==> src/rtl/execute_stage.sv <==
// RISC-V execute stage: forwarding operand muxes, ALU, branch/jump resolution,
// and the EX/MEM pipeline register with stall/flush control.
module execute_stage #(
    parameter int unsigned WIDTH      = 32,
    parameter int unsigned REG_ADDR_W = 5
) (
    input  logic                  clk,
    input  logic                  rst,
    input  logic                  id_valid,
    input  logic [WIDTH-1:0]      id_rd1,
    input  logic [WIDTH-1:0]      id_rd2,
    input  logic [WIDTH-1:0]      id_imm,
    input  logic [WIDTH-1:0]      id_pc,
    input  logic [WIDTH-1:0]      id_pc_plus4,
    input  logic [REG_ADDR_W-1:0] id_rd,
    input  logic                  id_alu_src,
    input  logic [2:0]            id_alu_cntrl,
    input  logic                  id_reg_write,
    input  logic                  id_mem_write,
    input  logic                  id_branch,
    input  logic                  id_jump,
    input  logic [1:0]            id_result_src,
    input  logic [1:0]            fwd_a,
    input  logic [1:0]            fwd_b,
    input  logic [WIDTH-1:0]      wb_result,
    input  logic                  stall,
    input  logic                  flush,
    output logic                  pc_src,
    output logic [WIDTH-1:0]      pc_target,
    output logic                  mem_valid,
    output logic [WIDTH-1:0]      mem_alu_result,
    output logic [WIDTH-1:0]      mem_write_data,
    output logic [WIDTH-1:0]      mem_pc_plus4,
    output logic [REG_ADDR_W-1:0] mem_rd,
    output logic                  mem_reg_write,
    output logic                  mem_mem_write,
    output logic [1:0]            mem_result_src
);

    localparam logic [2:0] ALU_ADD = 3'b000;
    localparam logic [2:0] ALU_SUB = 3'b001;
    localparam logic [2:0] ALU_AND = 3'b010;
    localparam logic [2:0] ALU_OR  = 3'b011;
    localparam logic [2:0] ALU_SLT = 3'b101;

    localparam logic [1:0] FWD_WB  = 2'b01;
    localparam logic [1:0] FWD_MEM = 2'b10;

    logic                  mem_valid_d,      mem_valid_q;
    logic [WIDTH-1:0]      mem_alu_result_d, mem_alu_result_q;
    logic [WIDTH-1:0]      mem_write_data_d, mem_write_data_q;
    logic [WIDTH-1:0]      mem_pc_plus4_d,   mem_pc_plus4_q;
    logic [REG_ADDR_W-1:0] mem_rd_d,         mem_rd_q;
    logic                  mem_reg_write_d,  mem_reg_write_q;
    logic                  mem_mem_write_d,  mem_mem_write_q;
    logic [1:0]            mem_result_src_d, mem_result_src_q;

    logic [WIDTH-1:0] src_a;
    logic [WIDTH-1:0] fwd_b_val;
    logic [WIDTH-1:0] src_b;
    logic [WIDTH-1:0] alu_result;
    logic             zero;

    // Operand selection; the MEM-stage source is this stage's own registered result
    always_comb begin
        src_a     = id_rd1;
        fwd_b_val = id_rd2;
        case (fwd_a)
            FWD_WB:  src_a = wb_result;
            FWD_MEM: src_a = mem_alu_result_q;
            default: src_a = id_rd1;
        endcase
        case (fwd_b)
            FWD_WB:  fwd_b_val = wb_result;
            FWD_MEM: fwd_b_val = mem_alu_result_q;
            default: fwd_b_val = id_rd2;
        endcase
        src_b = id_alu_src ? id_imm : fwd_b_val;
    end

    always_comb begin
        alu_result = '0;
        case (id_alu_cntrl)
            ALU_ADD: alu_result = src_a + src_b;
            ALU_SUB: alu_result = src_a - src_b;
            ALU_AND: alu_result = src_a & src_b;
            ALU_OR:  alu_result = src_a | src_b;
            ALU_SLT: alu_result = {{(WIDTH-1){1'b0}}, ($signed(src_a) < $signed(src_b))};
            default: alu_result = '0;
        endcase
        zero = (alu_result == '0);
    end

    assign pc_src    = id_valid & ((id_branch & zero) | id_jump);
    assign pc_target = id_pc + id_imm;

    // EX/MEM next state: flush beats stall; flushed data fields simply hold
    always_comb begin
        mem_valid_d      = mem_valid_q;
        mem_alu_result_d = mem_alu_result_q;
        mem_write_data_d = mem_write_data_q;
        mem_pc_plus4_d   = mem_pc_plus4_q;
        mem_rd_d         = mem_rd_q;
        mem_reg_write_d  = mem_reg_write_q;
        mem_mem_write_d  = mem_mem_write_q;
        mem_result_src_d = mem_result_src_q;
        if (flush) begin
            mem_valid_d     = 1'b0;
            mem_reg_write_d = 1'b0;
            mem_mem_write_d = 1'b0;
        end else if (!stall) begin
            mem_valid_d      = id_valid;
            mem_alu_result_d = alu_result;
            mem_write_data_d = fwd_b_val;
            mem_pc_plus4_d   = id_pc_plus4;
            mem_rd_d         = id_rd;
            mem_reg_write_d  = id_reg_write & id_valid & (id_rd != '0);
            mem_mem_write_d  = id_mem_write & id_valid;
            mem_result_src_d = id_result_src;
        end
    end

    always_ff @(posedge clk) begin
        if (rst) begin
            mem_valid_q      <= 1'b0;
            mem_alu_result_q <= '0;
            mem_write_data_q <= '0;
            mem_pc_plus4_q   <= '0;
            mem_rd_q         <= '0;
            mem_reg_write_q  <= 1'b0;
            mem_mem_write_q  <= 1'b0;
            mem_result_src_q <= '0;
        end else begin
            mem_valid_q      <= mem_valid_d;
            mem_alu_result_q <= mem_alu_result_d;
            mem_write_data_q <= mem_write_data_d;
            mem_pc_plus4_q   <= mem_pc_plus4_d;
            mem_rd_q         <= mem_rd_d;
            mem_reg_write_q  <= mem_reg_write_d;
            mem_mem_write_q  <= mem_mem_write_d;
            mem_result_src_q <= mem_result_src_d;
        end
    end

    assign mem_valid      = mem_valid_q;
    assign mem_alu_result = mem_alu_result_q;
    assign mem_write_data = mem_write_data_q;
    assign mem_pc_plus4   = mem_pc_plus4_q;
    assign mem_rd         = mem_rd_q;
    assign mem_reg_write  = mem_reg_write_q;
    assign mem_mem_write  = mem_mem_write_q;
    assign mem_result_src = mem_result_src_q;

endmodule

==> config.mk <==
export PLATFORM = sky130hd
export DESIGN_NAME = execute_stage
export DESIGN_NICKNAME = d
export VERILOG_FILES = /design/src/rtl/execute_stage.sv
export SDC_FILE = /design/constraint.sdc
export NUM_CORES = 1
export LEC_CHECK = 0
export ABC_AREA = 1
export CAP_MARGIN = 30
export CELL_PAD_IN_SITES_DETAIL_PLACEMENT = 0
export CELL_PAD_IN_SITES_GLOBAL_PLACEMENT = 1
export CORE_MARGIN = 2
export CORE_UTILIZATION = 34
export CTS_BUF_LIST = sky130_fd_sc_hd__clkbuf_4 sky130_fd_sc_hd__clkbuf_8 sky130_fd_sc_hd__clkbuf_16
export DETAILED_ROUTE_END_ITERATION = 7
export PLACE_DENSITY_LB_ADDON = 0.25
export SLEW_MARGIN = 10
export SYNTH_ARGS = -nofsm -noshare
export SYNTH_HDL_FRONTEND = slang
export SYNTH_SLANG_ARGS = --single-unit
==> constraint.sdc <==
create_clock -name clk -period 8.9 [get_ports clk]
set_input_delay 2.67 -clock clk [delete_from_list [all_inputs] [get_ports clk]]
set_output_delay 2.67 -clock clk [all_outputs]
set_load 0.01 [all_outputs]
After elaboration in Yosys (flattened, before gate mapping)
Index checks and enable logic that the tools add are counted.
{ "totals": {"out_inout_bits": 139, "reg_bits": 106} }
{ "op_classes": {"n_eq_ne": 8, "reduce_logical": 5, "n_lt_le_gt_ge": 1, "add_sub_neg": 3, "n_bitwise": 10, "muxes": 4} }
{ "op_table": {"columns": ["op", "n"], "rows": [
  ["case mux 32 bit (5 select lines)", 1],
  ["case mux 32 bit (2 select lines)", 2],
  ["adder 32 bit", 2],
  ["AND 32 bit", 1],
  ["logical NOT 32 bit", 1],
  ["< comparator 32 bit", 1],
  ["two-way mux 32 bit", 1],
  ["OR 32 bit", 1],
  ["subtractor 32 bit", 1],
  ["equality test 3 x 2 -> 1 bit, second input constant", 2],
  ["AND 1 bit", 5],
  ["nonzero test 5 bit", 1],
  ["equality test 2 x 1 -> 1 bit, second input constant", 2],
  ["equality test 2 bit, second input constant", 2],
  ["equality test 3 x 1 -> 1 bit, second input constant", 1],
  ["equality test 3 bit, second input constant", 1],
  ["logical NOT 3 bit", 1],
  ["NOT 1 bit", 2],
  ["AND reduction 2 bit", 1],
  ["OR reduction 2 bit", 1],
  ["OR 1 bit", 1]
]} }

Logic depth before layout (Yosys ltp)
{ "depth": {"depth_word": 9, "ltp_mapped": 28, "depth_no_buf": 26} }

Least setup slack after synthesis
Ideal clock, no wire load.
{ "synth_timing": {"path_type": "input-to-output", "from": "input port fwd_b[0]", "to": "output port pc_src", "stages": 24, "n_path_buf": 1, "arrival_ps": 5751, "path_slack_ps": 479, "path_cell_list": "inv_1 > ha_1 > clkbuf_1 > a221o_1 > o21ai_0 > o21ai_0 > ha_1 > inv_1 > fa_1 > inv_1 > nand2_1 > nand2_1 > nand3_1 > nand2_1 > nand2_1 > nand2_1 > nand2_1 > nand3_1 > nand3_1 > nor2_1 > nand2_1 > nor3_2 > nand3_1 > a21oi_2"} }
{ "synth_via": {"elab_chain_cells": 9} }
{ "synth_lines": {"columns": ["item", "line_no", "text"], "rows": [
  ["from (decl)", "24", "input logic [1:0] fwd_b,"],
  ["equality test 2 bit / equality test 2 x 1 -> 1 bit (equally long branches)", "73", "case (fwd_b)"],
  ["case mux 32 bit (2 select lines) *", "73", null],
  ["two-way mux 32 bit *", "78", "src_b = id_alu_src ? id_imm : fwd_b_val;"],
  ["subtractor 32 bit (tied with other cells)", "85", "ALU_SUB: alu_result = src_a - src_b;"],
  ["case mux 32 bit (5 select lines) *", "83", "case (id_alu_cntrl)"],
  ["logical NOT 32 bit *", "91", "zero = (alu_result == '0);"],
  ["AND 1 bit *", "94", "assign pc_src = id_valid & ((id_branch & zero) | id_jump);"],
  ["OR 1 bit *", "94", null],
  ["AND 1 bit *", "94", null],
  ["to (decl)", "28", "output logic pc_src,"]
]} }
Mark *: on every way between the ends. The rest lies on a longest branch, timed or not.

Final worst setup path
Ends and elaborated chain as after synthesis.

==> results.txt <==
The share of async-settable or async-resettable flops after synthesis works out to 0%. Entering global routing, the biggest net connects 114 pins. The peak per-stage delay on the critical path was 0.33 ns. The post-route core utilization was 63.8%. For the final count of negative-setup-slack endpoints, the log shows 1. The tools report the leakage power as 0.0123 µW.

The routed wirelength normalized by instance count was 19.6 µm. In this run, synthesis inferred 0 flip-flops with an integrated enable. For this configuration, the core starts out at a cell density of 34.6%. Row generation in the floorplan step produced 72 rows. Data on the critical path arrives at its endpoint at 6.26 ns. The finished layout holds 3806 standard cells, fillers aside. The worst setup slack after placement was -1.42 ns; the mean post-synth cell area was 5.71 µm². The tools report the deepest level of the CTS H-tree as 3. The die covers 41300 µm². In this run the worst path has a maximum fanout of 7.

For the cell count after placement, the log shows 3576. For the number of max-slew violations in the final report, the log shows 0. The endpoint identified for the worst register-to-register timing path is mem_write_data[25]. The post-layout minimum cycle time works out to 8.93 ns. For this run, design rule violations remaining after detail routing come to 0. The worst setup path is launched from an input pin.

TritonCTS built the clock tree. The number of antenna violations at the first check in global routing was 15. The worst-skew pair later-pin latency came out at 0.38 ns. The clock arrives with 0.0138 ns of skew.

Compared with the post-synthesis result, the final layout area differs by 84.1%. After legalization and detailed placement, the total HPWL measured 57.7 mm. For the cell area after synthesis, the log shows 13500 µm². The area of the core region was 38900 µm²; the number of buffers inserted during clock tree synthesis was 9. The logs give 0.481 ns for the worst hold slack across all endpoints and 0 for the count of antenna-violating nets left after detailed routing. The number of warnings issued by yosys was 0.

The predominant post-synthesis flop cell is dfxtp_1. After detailed routing, the number of vias per cell comes to 5.09. The tools report the number of primary I/O pins as 355. The most critical setup path has its startpoint at fwd_b[0]. At the end of routability-driven placement, the weighted congestion stood at 0.998.

The first detailed-routing pass ran for 6 iterations. After clock tree synthesis, the clock-pin slew on the worst setup and hold paths is 0.09 ns. The worst endpoint required time was 6.23 ns. The first global-routing pass estimated 109 mm of wire. The die height was 203 µm.

The worst setup path endpoint was pc_src. The tools report the worst setup margin as -0.0321 ns. The max-capacitance violation count is 0. The all-layer global routing usage was 34.3%. The post-synth net total is 2725, and the register-to-register setup slack is 2.51 ns. Grouping stages by cell kind, the critical path spends the most delay in simple AND/OR/NAND/NOR gates. The horizontal die dimension works out to 203 µm. The checks that failed: negative setup slack. The total global routing overflow is 0, and the highest attainable clock frequency is 112 MHz. The tools report the number of global-route vias before repair as 18965. The hold-fix buffer count after cts was 0; the share of layout cells above drive strength 1 was 35.1%.

Measured against its own limit, the worst slew margin works out to 44.9%. At the pin with the least slew margin, the transition time is 0.827 ns. Setup repair after global routing could not meet its margin everywhere.

In this run, synthesis produced a sequential element count of 106. In the finished design, the share of the clock period the worst path needs comes to 100%. For this design, the slowest cell found on the critical path is ha_4.

The number of buffers inserted by port buffering is 354. The deepest clock path buffer count was 2; the power per cell area was 140 nW/µm². For this run, the register share of the synthesized area comes to 15.7%.

The tools report the hold violation total from the final report as 0. The startpoint identified for the worst register-to-register timing path is mem_alu_result[25]. The worst setup path is captured at a primary output. The number of cells on the worst reg-to-reg path is 48.

The cell count after synthesis came out at 2363. The cell depth of the worst setup path is 28. The root buffer cell chosen for the clock tree is clkbuf_16.

The net count of the finished layout is 3633. The critical path contains buffers and inverters numbering 9 combined. The flow ran to the end, but the final reports show violations.

For this block, the routed nets add up to 74.7 mm of wire. The path class of the tightest hold or removal check is flop to flop. The critical path is of the input pin to primary output type.

Clock tree synthesis found a total of 106 sinks. For the number of DRC markers after the initial detailed-route iteration, the log shows 1340. The distinct cell type count of the synthesized netlist was 47; the largest voltage drop on the vdd net was 0.000101 V. The run gives 19380 as the number of vias after detailed routing.
## report_power, final
part | internal, µW | leakage, µW | switching [µW]
logic | 1190 | 0.0113 | 1330
registers | 507 | 0.000874 | 22.9
clock network | 202 | 0.000147 | 227
## repair_timing
action / 4_1_cts / 5_1_grt
gates cloned: 4 / 0
pin swaps: 49 / 161
buffers inserted: 146 / 63
endpoints found under the setup margin: 1 / 3
resized for setup: 297 / 437
## sequential cells by signal (all words and copies together), names as in the netlist
register        cells
mem_alu_result     32
mem_mem_write       1
mem_pc_plus4       32
mem_rd              5
mem_reg_write       1
mem_result_src      2
mem_valid           1
mem_write_data     32
## routing by layer
| metal | vias up | routed length (µm) | global-route usage, % |
|---|---|---|---|
| li1 | 9375 | - | - |
| met1 | 9058 | 31200 | 43.1 |
| met2 | 758 | 34700 | 57.3 |
| met3 | 181 | 5680 | 7.64 |
| met4 | 8 | 3070 | 12.5 |
| met5 | - | 60 | 0 |
## Yosys cell counts, drive strengths merged, types with 2 or more instances
cell / n / share of area [%]
fa: 3 / 0.45
dfxtp: 106 / 16
xor2: 19 / 1.2
nor2: 268 / 7.7
a31oi: 10 / 0.46
a211oi: 4 / 0.22
xnor2: 12 / 0.78
a221oi: 3 / 0.19
o21bai: 14 / 0.81
clkbuf: 65 / 1.8
o21a: 2 / 0.11
a221o: 4 / 0.30
nand3: 141 / 5.4
nand4: 15 / 0.70
o21ai: 271 / 10
nand3b: 3 / 0.17
nand2: 557 / 16
inv: 402 / 11
a21oi: 231 / 8.7
o211ai: 14 / 0.78
a21boi: 7 / 0.45
a21o: 3 / 0.17
ha: 143 / 13
buf: 32 / 1.9
o31ai: 2 / 0.11
nor3: 21 / 0.85
and2: 6 / 0.28
## worst min path at each step
stage / start / to / slack, ns / depth (start not counted)
3_3_place_gp: mem_mem_write / mem_mem_write / 0.45 / 2
3_5_place_dp: mem_mem_write / mem_mem_write / 0.46 / 2
5_1_grt: mem_reg_write / mem_reg_write / 0.50 / 2
2_1_floorplan: mem_mem_write / mem_mem_write / 0.48 / 2
6_report: mem_mem_write / mem_mem_write / 0.48 / 2
4_1_cts: mem_mem_write / mem_mem_write / 0.47 / 2
## stage by stage
stage	cell area (µm²)	TNS, ns	total power, µW
2_1_floorplan	13500	0	1440
3_3_place_gp	20600	-1.40	2390
3_5_place_dp	20600	-1.42	2400
4_1_cts	23000	0	3120
5_1_grt	24800	-0.221	3680
6_report	24800	-0.0321	3480
## tightest hold or removal path, stage by stage, from the launching register on
cell and delay (ns):
dfxtp_1 0.33, nand2_1 0.05, a21oi_1 0.06
## cell type report
type                       instances  area, µm²
antenna                           12       30.0
clock buffer                       9        225
clock inverter                     7       77.6
fill                            3607      14100
inverter                         402       1540
multi-input combinational       1758      11500
sequential                       106       2120
tap                              518        648
timing repair buffer             994       8680
## cell families after synthesis
logic type | after synthesis | share of synthesized area [%]
simple gates | 1014 | 31.1
xor+xnor | 31 | 2.01
fa+ha+maj | 146 | 13.7
buf+inv | 499 | 14.9
compound gates | 567 | 22.6
flops | 106 | 15.7
## cells in the final DEF, fill, tap and decap left out, types with 14 or more instances in the layout
master,count
nand4_1,15
nor2_2,49
a21oi_1,180
buf_4,601
xor2_1,19
ha_4,38
o21ai_0,150
nand2_2,109
o21ai_2,34
nand2_4,26
inv_2,41
nand3_1,81
buf_6,21
dfxtp_1,106
nand2_1,422
nor2_1,183
o21ai_1,81
o211ai_1,14
nand3_2,50
clkdlybuf4s50_1,348
ha_1,98
nor2_4,36
inv_1,353
a21oi_2,47
Power figures use the tool's default switching activity.
